--- src/rtl/stream_median3.sv ---
// Horizontal 3-tap per-channel median filter on a 24-bit Avalon-ST video stream.
// Control, non-video and bypass packets pass through the same output register unchanged.
module stream_median3 #(
    parameter int IMAGE_W = 640,
    parameter int CH_W    = 8
) (
    input  logic                clk,
    input  logic                reset,
    input  logic                enable,
    input  logic [3*CH_W-1:0]   sink_data,
    input  logic                sink_valid,
    output logic                sink_ready,
    input  logic                sink_sop,
    input  logic                sink_eop,
    output logic [3*CH_W-1:0]   source_data,
    output logic                source_valid,
    input  logic                source_ready,
    output logic                source_sop,
    output logic                source_eop
);

    localparam int XW = (IMAGE_W > 1) ? $clog2(IMAGE_W) : 1;
    localparam logic [XW-1:0] X_LAST = XW'(IMAGE_W - 1);

    typedef enum logic [1:0] {
        ST_PASS  = 2'd0,
        ST_FILL  = 2'd1,
        ST_RUN   = 2'd2,
        ST_FLUSH = 2'd3
    } state_t;

    function automatic logic [CH_W-1:0] med3_ch(input logic [CH_W-1:0] a,
                                                input logic [CH_W-1:0] b,
                                                input logic [CH_W-1:0] c);
        logic [CH_W-1:0] lo_ab;
        logic [CH_W-1:0] hi_ab;
        logic [CH_W-1:0] lo_hc;
        lo_ab = (a < b) ? a : b;
        hi_ab = (a < b) ? b : a;
        lo_hc = (hi_ab < c) ? hi_ab : c;
        return (lo_ab > lo_hc) ? lo_ab : lo_hc;
    endfunction

    function automatic logic [3*CH_W-1:0] med3_pix(input logic [3*CH_W-1:0] a,
                                                   input logic [3*CH_W-1:0] b,
                                                   input logic [3*CH_W-1:0] c);
        logic [3*CH_W-1:0] r;
        r = '0;
        for (int i = 0; i < 3; i++) begin
            r[i*CH_W +: CH_W] = med3_ch(a[i*CH_W +: CH_W], b[i*CH_W +: CH_W], c[i*CH_W +: CH_W]);
        end
        return r;
    endfunction

    state_t             state_r;
    logic [XW-1:0]      x_r;
    logic [3*CH_W-1:0]  cur_r;
    logic [3*CH_W-1:0]  prev_r;
    logic               filt_r;
    logic               pend_eop_r;

    logic               free_s;
    logic               accept_s;
    logic               line_end_s;
    logic               hdr_filt_s;
    logic [3*CH_W-1:0]  med_s;

    // Handshake and datapath helpers derived from current state and inputs.
    always_comb begin
        free_s     = ~source_valid | source_ready;
        sink_ready = free_s & (state_r != ST_FLUSH) & ~reset;
        accept_s   = sink_valid & sink_ready;
        line_end_s = (x_r == X_LAST) | sink_eop;
        hdr_filt_s = enable & (sink_data[3:0] == 4'h0);
        med_s      = med3_pix(prev_r, cur_r, sink_data);
    end

    // Line state machine and output register; the register holds while downstream stalls.
    always_ff @(posedge clk) begin
        if (reset) begin
            state_r      <= ST_PASS;
            x_r          <= '0;
            cur_r        <= '0;
            prev_r       <= '0;
            filt_r       <= 1'b0;
            pend_eop_r   <= 1'b0;
            source_valid <= 1'b0;
            source_data  <= '0;
            source_sop   <= 1'b0;
            source_eop   <= 1'b0;
        end else begin
            if (free_s) begin
                source_valid <= 1'b0;
            end
            case (state_r)
                ST_FLUSH: begin
                    // Last pixel of the line: med(prev,cur,cur) is cur itself.
                    if (free_s) begin
                        source_valid <= 1'b1;
                        source_data  <= cur_r;
                        source_sop   <= 1'b0;
                        source_eop   <= pend_eop_r;
                        x_r          <= '0;
                        state_r      <= pend_eop_r ? ST_PASS : ST_FILL;
                    end
                end
                default: begin
                    if (accept_s) begin
                        if (sink_sop) begin
                            source_valid <= 1'b1;
                            source_data  <= sink_data;
                            source_sop   <= 1'b1;
                            source_eop   <= sink_eop;
                            filt_r       <= hdr_filt_s;
                            x_r          <= '0;
                            cur_r        <= '0;
                            prev_r       <= '0;
                            state_r      <= (hdr_filt_s & ~sink_eop) ? ST_FILL : ST_PASS;
                        end else if ((state_r == ST_FILL) && filt_r) begin
                            cur_r  <= sink_data;
                            prev_r <= sink_data;
                            if (line_end_s) begin
                                pend_eop_r <= sink_eop;
                                state_r    <= ST_FLUSH;
                            end else begin
                                x_r     <= x_r + XW'(1);
                                state_r <= ST_RUN;
                            end
                        end else if ((state_r == ST_RUN) && filt_r) begin
                            source_valid <= 1'b1;
                            source_data  <= med_s;
                            source_sop   <= 1'b0;
                            source_eop   <= 1'b0;
                            prev_r       <= cur_r;
                            cur_r        <= sink_data;
                            if (line_end_s) begin
                                pend_eop_r <= sink_eop;
                                state_r    <= ST_FLUSH;
                            end else begin
                                x_r <= x_r + XW'(1);
                            end
                        end else begin
                            source_valid <= 1'b1;
                            source_data  <= sink_data;
                            source_sop   <= sink_sop;
                            source_eop   <= sink_eop;
                        end
                    end
                end
            endcase
        end
    end

endmodule
--- config.mk ---
export PLATFORM = sky130hd
export DESIGN_NAME = stream_median3
export DESIGN_NICKNAME = d
export VERILOG_FILES = /design/src/rtl/stream_median3.sv
export SDC_FILE = /design/constraint.sdc
export NUM_CORES = 1
export LEC_CHECK = 0
export ABC_AREA = 1
export CORE_MARGIN = 8
export CORE_UTILIZATION = 45
export DETAILED_ROUTE_END_ITERATION = 6
export DONT_BUFFER_PORTS = 1
export GPL_ROUTABILITY_DRIVEN = 0
export SYNTH_ARGS = -nofsm -noshare
export SYNTH_HDL_FRONTEND = slang
export SYNTH_SLANG_ARGS = --single-unit
--- constraint.sdc ---
create_clock -name clk -period 4.5 [get_ports clk]
set_input_delay 1.35 -clock clk [delete_from_list [all_inputs] [get_ports clk]]
set_output_delay 1.35 -clock clk [all_outputs]
set_load 0.1 [all_outputs]
* Word level (Yosys, flattened, before mapping)
Cells that the tools add are included.
** Operators by class
- Add/sub/neg operators :: 1
- Order comparisons :: 9
- Equality and inequality tests :: 7
- Muxes and demuxes :: 61
- Bitwise logic cells :: 12
- Reduce and logical (&&, ||, !) cells :: 14
** Operators with widths (number)
- two-way mux 24 bit :: 12
- two-way mux 8 bit :: 12
- two-way mux 10 bit :: 7
- < comparator 8 bit :: 6
- greater-than comparator 8 bit :: 3
- two-way mux 1 bit :: 23
- two-way mux 2 bit :: 7
- AND reduction 3 bit :: 4
- adder 10 x 1 -> 10 bit (second input constant) :: 1
- equality test 10 bit (second input constant) :: 1
- AND reduction 4 bit :: 2
- nonzero test 4 bit :: 2
- bitwise AND 1 bit :: 5
- inverter 1 bit :: 5
- equality test 2 bit (second input constant) :: 2
- zero test 4 bit :: 1
- inequality test 2 bit (second input constant) :: 2
- nonzero test 2 bit :: 2
- inequality test 3 x 2 -> 1 bit (second input constant) :: 1
- nonzero test 3 bit :: 1
- equality test 2 x 1 -> 1 bit (second input constant) :: 1
- logical AND 1 bit :: 2
- bitwise OR 1 bit :: 2
** Storage, ports and cells
- Bits in registers :: 89
- Input bits :: 31
- Output and inout bits :: 28
- Logic and storage cells :: 114

* Logic depth before layout (Yosys ltp)
- Depth in word-level cells :: 11
- Gate-level depth with buffers :: 34
- Gate-level depth less buffers :: 32

* Worst setup path after synthesis
Ideal clock, no wire load.
- Path type :: register to register
- Start point :: register cur_r[23]
- End point :: register source_data[22]
- Setup time :: 0.070 ns
- Arrival time :: 4.297 ns
- Data required time :: 4.430 ns
- Slack :: 0.133 ns
- Stages on the path, launching flop included :: 28
- Path buffers :: 2
- Clock period less this slack :: 4.367 ns
- Path through :: dfxtp_1 inv_1 ha_1 a21oi_1 o21a_1 nand2_1 clkbuf_1 o21ai_0 ha_1 a21oi_1 nor2_1 a211oi_1 nand2_2 nand2_1 and2_1 ha_1 a21oi_1 nor2_1 a211oi_1 a32oi_1 inv_1 buf_1 o21ai_0 inv_1 nand2_1 nand2_1 nand2_1 a21oi_1
** Between the ends
- Word-level cells in the longest chain between the ends :: 11
- Elaborated cells on any way between the ends :: 12
- Those cells by class :: order compare (3); mux (9)
** RTL lines
- start: declaration :: line 57 : logic [3*CH_W-1:0] cur_r;
- start signal: assignment :: line 120 : cur_r <= sink_data;
- start signal: assignment :: line 135 : cur_r <= sink_data;
- < comparator 8 bit :: line 38, 39
- two-way mux 8 bit :: line 39 : hi_ab = (a < b) ? b : a;
- < comparator 8 bit :: line 40 : lo_hc = (hi_ab < c) ? hi_ab : c;
- two-way mux 8 bit :: line 40
- greater-than comparator 8 bit :: line 41 : return (lo_ab > lo_hc) ? lo_ab : lo_hc;
- two-way mux 8 bit * :: line 41
- two-way mux 24 bit * :: line 129 : end else if ((state_r == ST_RUN) && filt_r) begin
- two-way mux 24 bit * :: line 119 : end else if ((state_r == ST_FILL) && filt_r) begin
- two-way mux 24 bit * :: line 109 : if (sink_sop) begin
- two-way mux 24 bit * :: line 108 : if (accept_s) begin
- two-way mux 24 bit * :: line 95 : case (state_r)
- end signal: assignment :: line 100 : source_data <= cur_r;
- end signal: assignment :: line 111 : source_data <= sink_data;
- end signal: assignment :: line 131 : source_data <= med_s;
- end: declaration :: line 15 : output logic [3*CH_W-1:0] source_data,
Mark *: on every way between the ends. The rest lies on a longest branch, timed or not. The select of a mux whose other input is x is not followed.
A chain may end at the register's enable or synchronous reset.

* Worst setup path in the final report
- Start point :: register cur_r[15]
- End point :: register source_data[15]
** Between the ends
- Word-level cells in the longest chain between the ends :: 11
- Elaborated cells on any way between the ends :: 13
- Those cells by class :: order compare (3); mux (10)
** RTL lines (line)
- < comparator 8 bit :: 38, 39
- two-way mux 8 bit :: 39
- < comparator 8 bit :: 40
- two-way mux 8 bit :: 40
- greater-than comparator 8 bit :: 41
- two-way mux 8 bit :: 41
- two-way mux 24 bit :: 129
- two-way mux 24 bit :: 119
- two-way mux 24 bit :: 109
- two-way mux 24 bit :: 108
- two-way mux 24 bit * :: 95
Marks and branches as above.

==> results.cfg <==
[status]
outcome = completed

[power_and_ir_drop]
leakage_uw = 0.00345
p_per_area_nw_per_um2 = 309
irDropWorstVdd_mv = 0.179

[clock_tree]
cts_sinks = 89
clock_tree.root_cell = clkbuf_16
cts_buffers = 9
tritoncts = yes
path_clk_slew_ns = 0.06
cts-hold-fix-buffers = 0
cts_max_path_buffers = 2
htree_levels = 3
clk-insertion-delay-late_ns = 0.35

[sta]
clock.fmax_mhz = 232
grt_setup_unrepaired = yes
hold_viol_final = 0
finClkSkew_ns = 0.0149
setup_viol = 0
worstMarginPinSlew_ns = 1.05
fin_setup_tns_ns = 0
maxSlewViolCount = 0
min_period_over_period = 0.959
setup_ws_ns = 0.186
min_period_ns = 4.31
maxSlewHeadroom = 0.299

[setup_path]
worstRegToRegCells = 27
worstReg2RegStart = cur_r[15]
cp-end-kind = register
worstPathRequired_ns = 4.74
crit_fanout = 7
r2r_slack_ns = 0.19
worst_setup_path_start_kind = register
critPathKind = reg2reg
cp.arrival_ns = 4.55
reg2reg_to = source_data[15]

[final_layout]
drive_gt1_frac = 0.131
fin_cells = 1270
utilization = 0.516
area_growth_pct = 13.0
diodes = 0
nets = 1177

[floorplan]
initial_utilization = 0.457
design.core.area_um2 = 15000
dieArea_um2 = 19500
die_h_um = 140
die_x_um = 140
fp-row-count = 45
io-pin-count = 59

[synthesis]
netlist_top_cells_area = dfxtp_1 26%, nand2_1 16%, ha_1 12%
synth_area_per_cell_um2 = 6.43
ys_types = 36
synth_seq_area_share = 0.260
syn-num-nets = 1166
ys_ff_latch = 89
yosys_warnings = 0
synthCells = 1068
yosys.area.top_type = dfxtp_1
syn_area_um2 = 6870
yosysTopAreaCellShare = 0.260

[global_route]
grt_pass1_vias = 6211
grt_pass1_wl_um = 31100
grt_antenna_before_repair = 0
grt_usage = 0.192
grt_max_degree = 84
gr-total-overflow = 0

[detailed_routing]
drcViolationCount = 0
vias_per_cell = 5.36
first_iter_violations = 405
firstDrtPassIters = 5
route.vias.total = 6811
drtAntennaViolNets = 0
wl_per_cell_um = 15.0
wl_um = 19100

[run]
drv_cap = 0

[min_path]
min_from = x_r[8]
hold_path_depth = 2
min_path_type = reg2reg
hold_path_end = x_r[8]

[placement]
dpl.hpwl_um = 13100
dp_slack_ns = -0.00162
dp_cells = 1239
port_buffers = 0
sequential cells by signal, summed over array words and instances (netlist names):
signal,count
source_data,24
source_eop,1
prev_r,24
x_r,10
source_valid,1
cur_r,24
source_sop,1
filt_r,1
state_r,2
pend_eop_r,1
cells in the final DEF (no fill, tap or decap), drive strengths merged:
master and n:
nor3b 2, and2 21, a22oi 6, nand2 306
clkinv 4, inv 142, clkbuf 10, o21bai 2
a211oi 28, a221oi 24, a31o 1, nor2 45
ha 67, a21oi 104, buf 46, nand3 57
dfxtp 89, clkinvlp 2, o21a 5, xor2 1
o2111ai 1, nor3 12, a32oi 3, o21ai 100
nand4 4
report_power, final:
part	total [uW]	switching [uW]	internal (uW)	leakage (uW)
registers	921	108	813	0.000730
logic	801	464	336	0.00260
clock network	678	313	365	0.000124
total	2400	885	1510	0.00345
timing repair:
action	4_1_cts	5_1_grt
endpoints found under the hold margin	0	0
resized for setup	1	94
pin swaps	0	16
setup buffers	0	12
gates cloned	0	5
endpoints found under the setup margin	3	24
synthesized netlist by cell type, drive strengths merged:
cell type and instances:
nor3b 2, nor2 45, ha 67, nand4 4, xor2 1, o21ai 100, nand3 57, inv 142
a221oi 24, and2 21, clkbuf 30, a21oi 104, clkinv 1, o2111ai 1, a31o 1, a22oi 6
buf 18, o21a 5, nor3 12, o21bai 2, a211oi 28, a32oi 3, dfxtp 89, nand2 305
worst max-delay path, stage by stage (launching register included):
cell and delay [ns]:
dfxtp_2 0.34, inv_1 0.05, ha_1 0.31, a21oi_2 0.15, o21a_1 0.21, nand2_4 0.11, buf_6 0.15, nand2_1 0.06
o21ai_2 0.07, ha_1 0.30, nand2_2 0.08, nor2_1 0.05, a211oi_2 0.27, buf_6 0.17, nand3_1 0.10, and2_1 0.18
ha_1 0.30, nand2_1 0.10, nor2_1 0.17, a211oi_2 0.07, a32oi_2 0.30, clkinvlp_4 0.25, o21ai_1 0.17, inv_1 0.05
nand2_1 0.06, nand2_1 0.04, nand2_1 0.05, a21oi_1 0.06
metrics by stage:
step / power, uW / instance area [um2] / hold slack (ns)
floorplan: 1440 / 6870 / 0.443
global placement: 1610 / 7170 / 0.461
detailed placement: 1610 / 7170 / 0.465
global route: 2550 / 7760 / 0.494
finish: 2400 / 7760 / 0.473
CTS: 2290 / 7420 / 0.475
worst max path at each step:
| stage | slack (ns) | start | end |
|---|---|---|---|
| finish | 0.19 | cur_r[15] | source_data[15] |
| detailed placement | -0.002 | cur_r[13] | source_data[14] |
| floorplan | 0.13 | cur_r[23] | source_data[22] |
| CTS | 0.07 | cur_r[7] | source_data[7] |
| global placement | 0.005 | cur_r[13] | source_data[15] |
| global route | -0.05 | cur_r[9] | source_data[13] |
layer usage:
metal / up-vias / share of wire / GRT usage
met3: 17 / 0.048 / 0.0311
met5: - / 0 / 0
met2: 110 / 0.46 / 0.321
met4: 0 / 0.013 / 0.0566
li1: 3579 / - / -
met1: 3105 / 0.48 / 0.249
cell type report:
cell class | count | area (um2)
Multi-Input combinational cell | 789 | 4540
Timing Repair inverter | 1 | 7.51
Clock inverter | 4 | 22.5
Fill cell | 1573 | 7270
Sequential cell | 89 | 1800
Inverter | 143 | 537
Tap cell | 188 | 235
Clock buffer | 10 | 229
Timing Repair Buffer | 46 | 392
cells by family after synthesis:
logic type,count (synthesis),share of synthesized area
compound gates,274,0.234
xor+xnor,1,0.00128
fa+ha+maj,67,0.122
buf+inv,191,0.107
flops,89,0.260
simple gates,446,0.276
No activity file was read; power rests on OpenSTA's default activity.
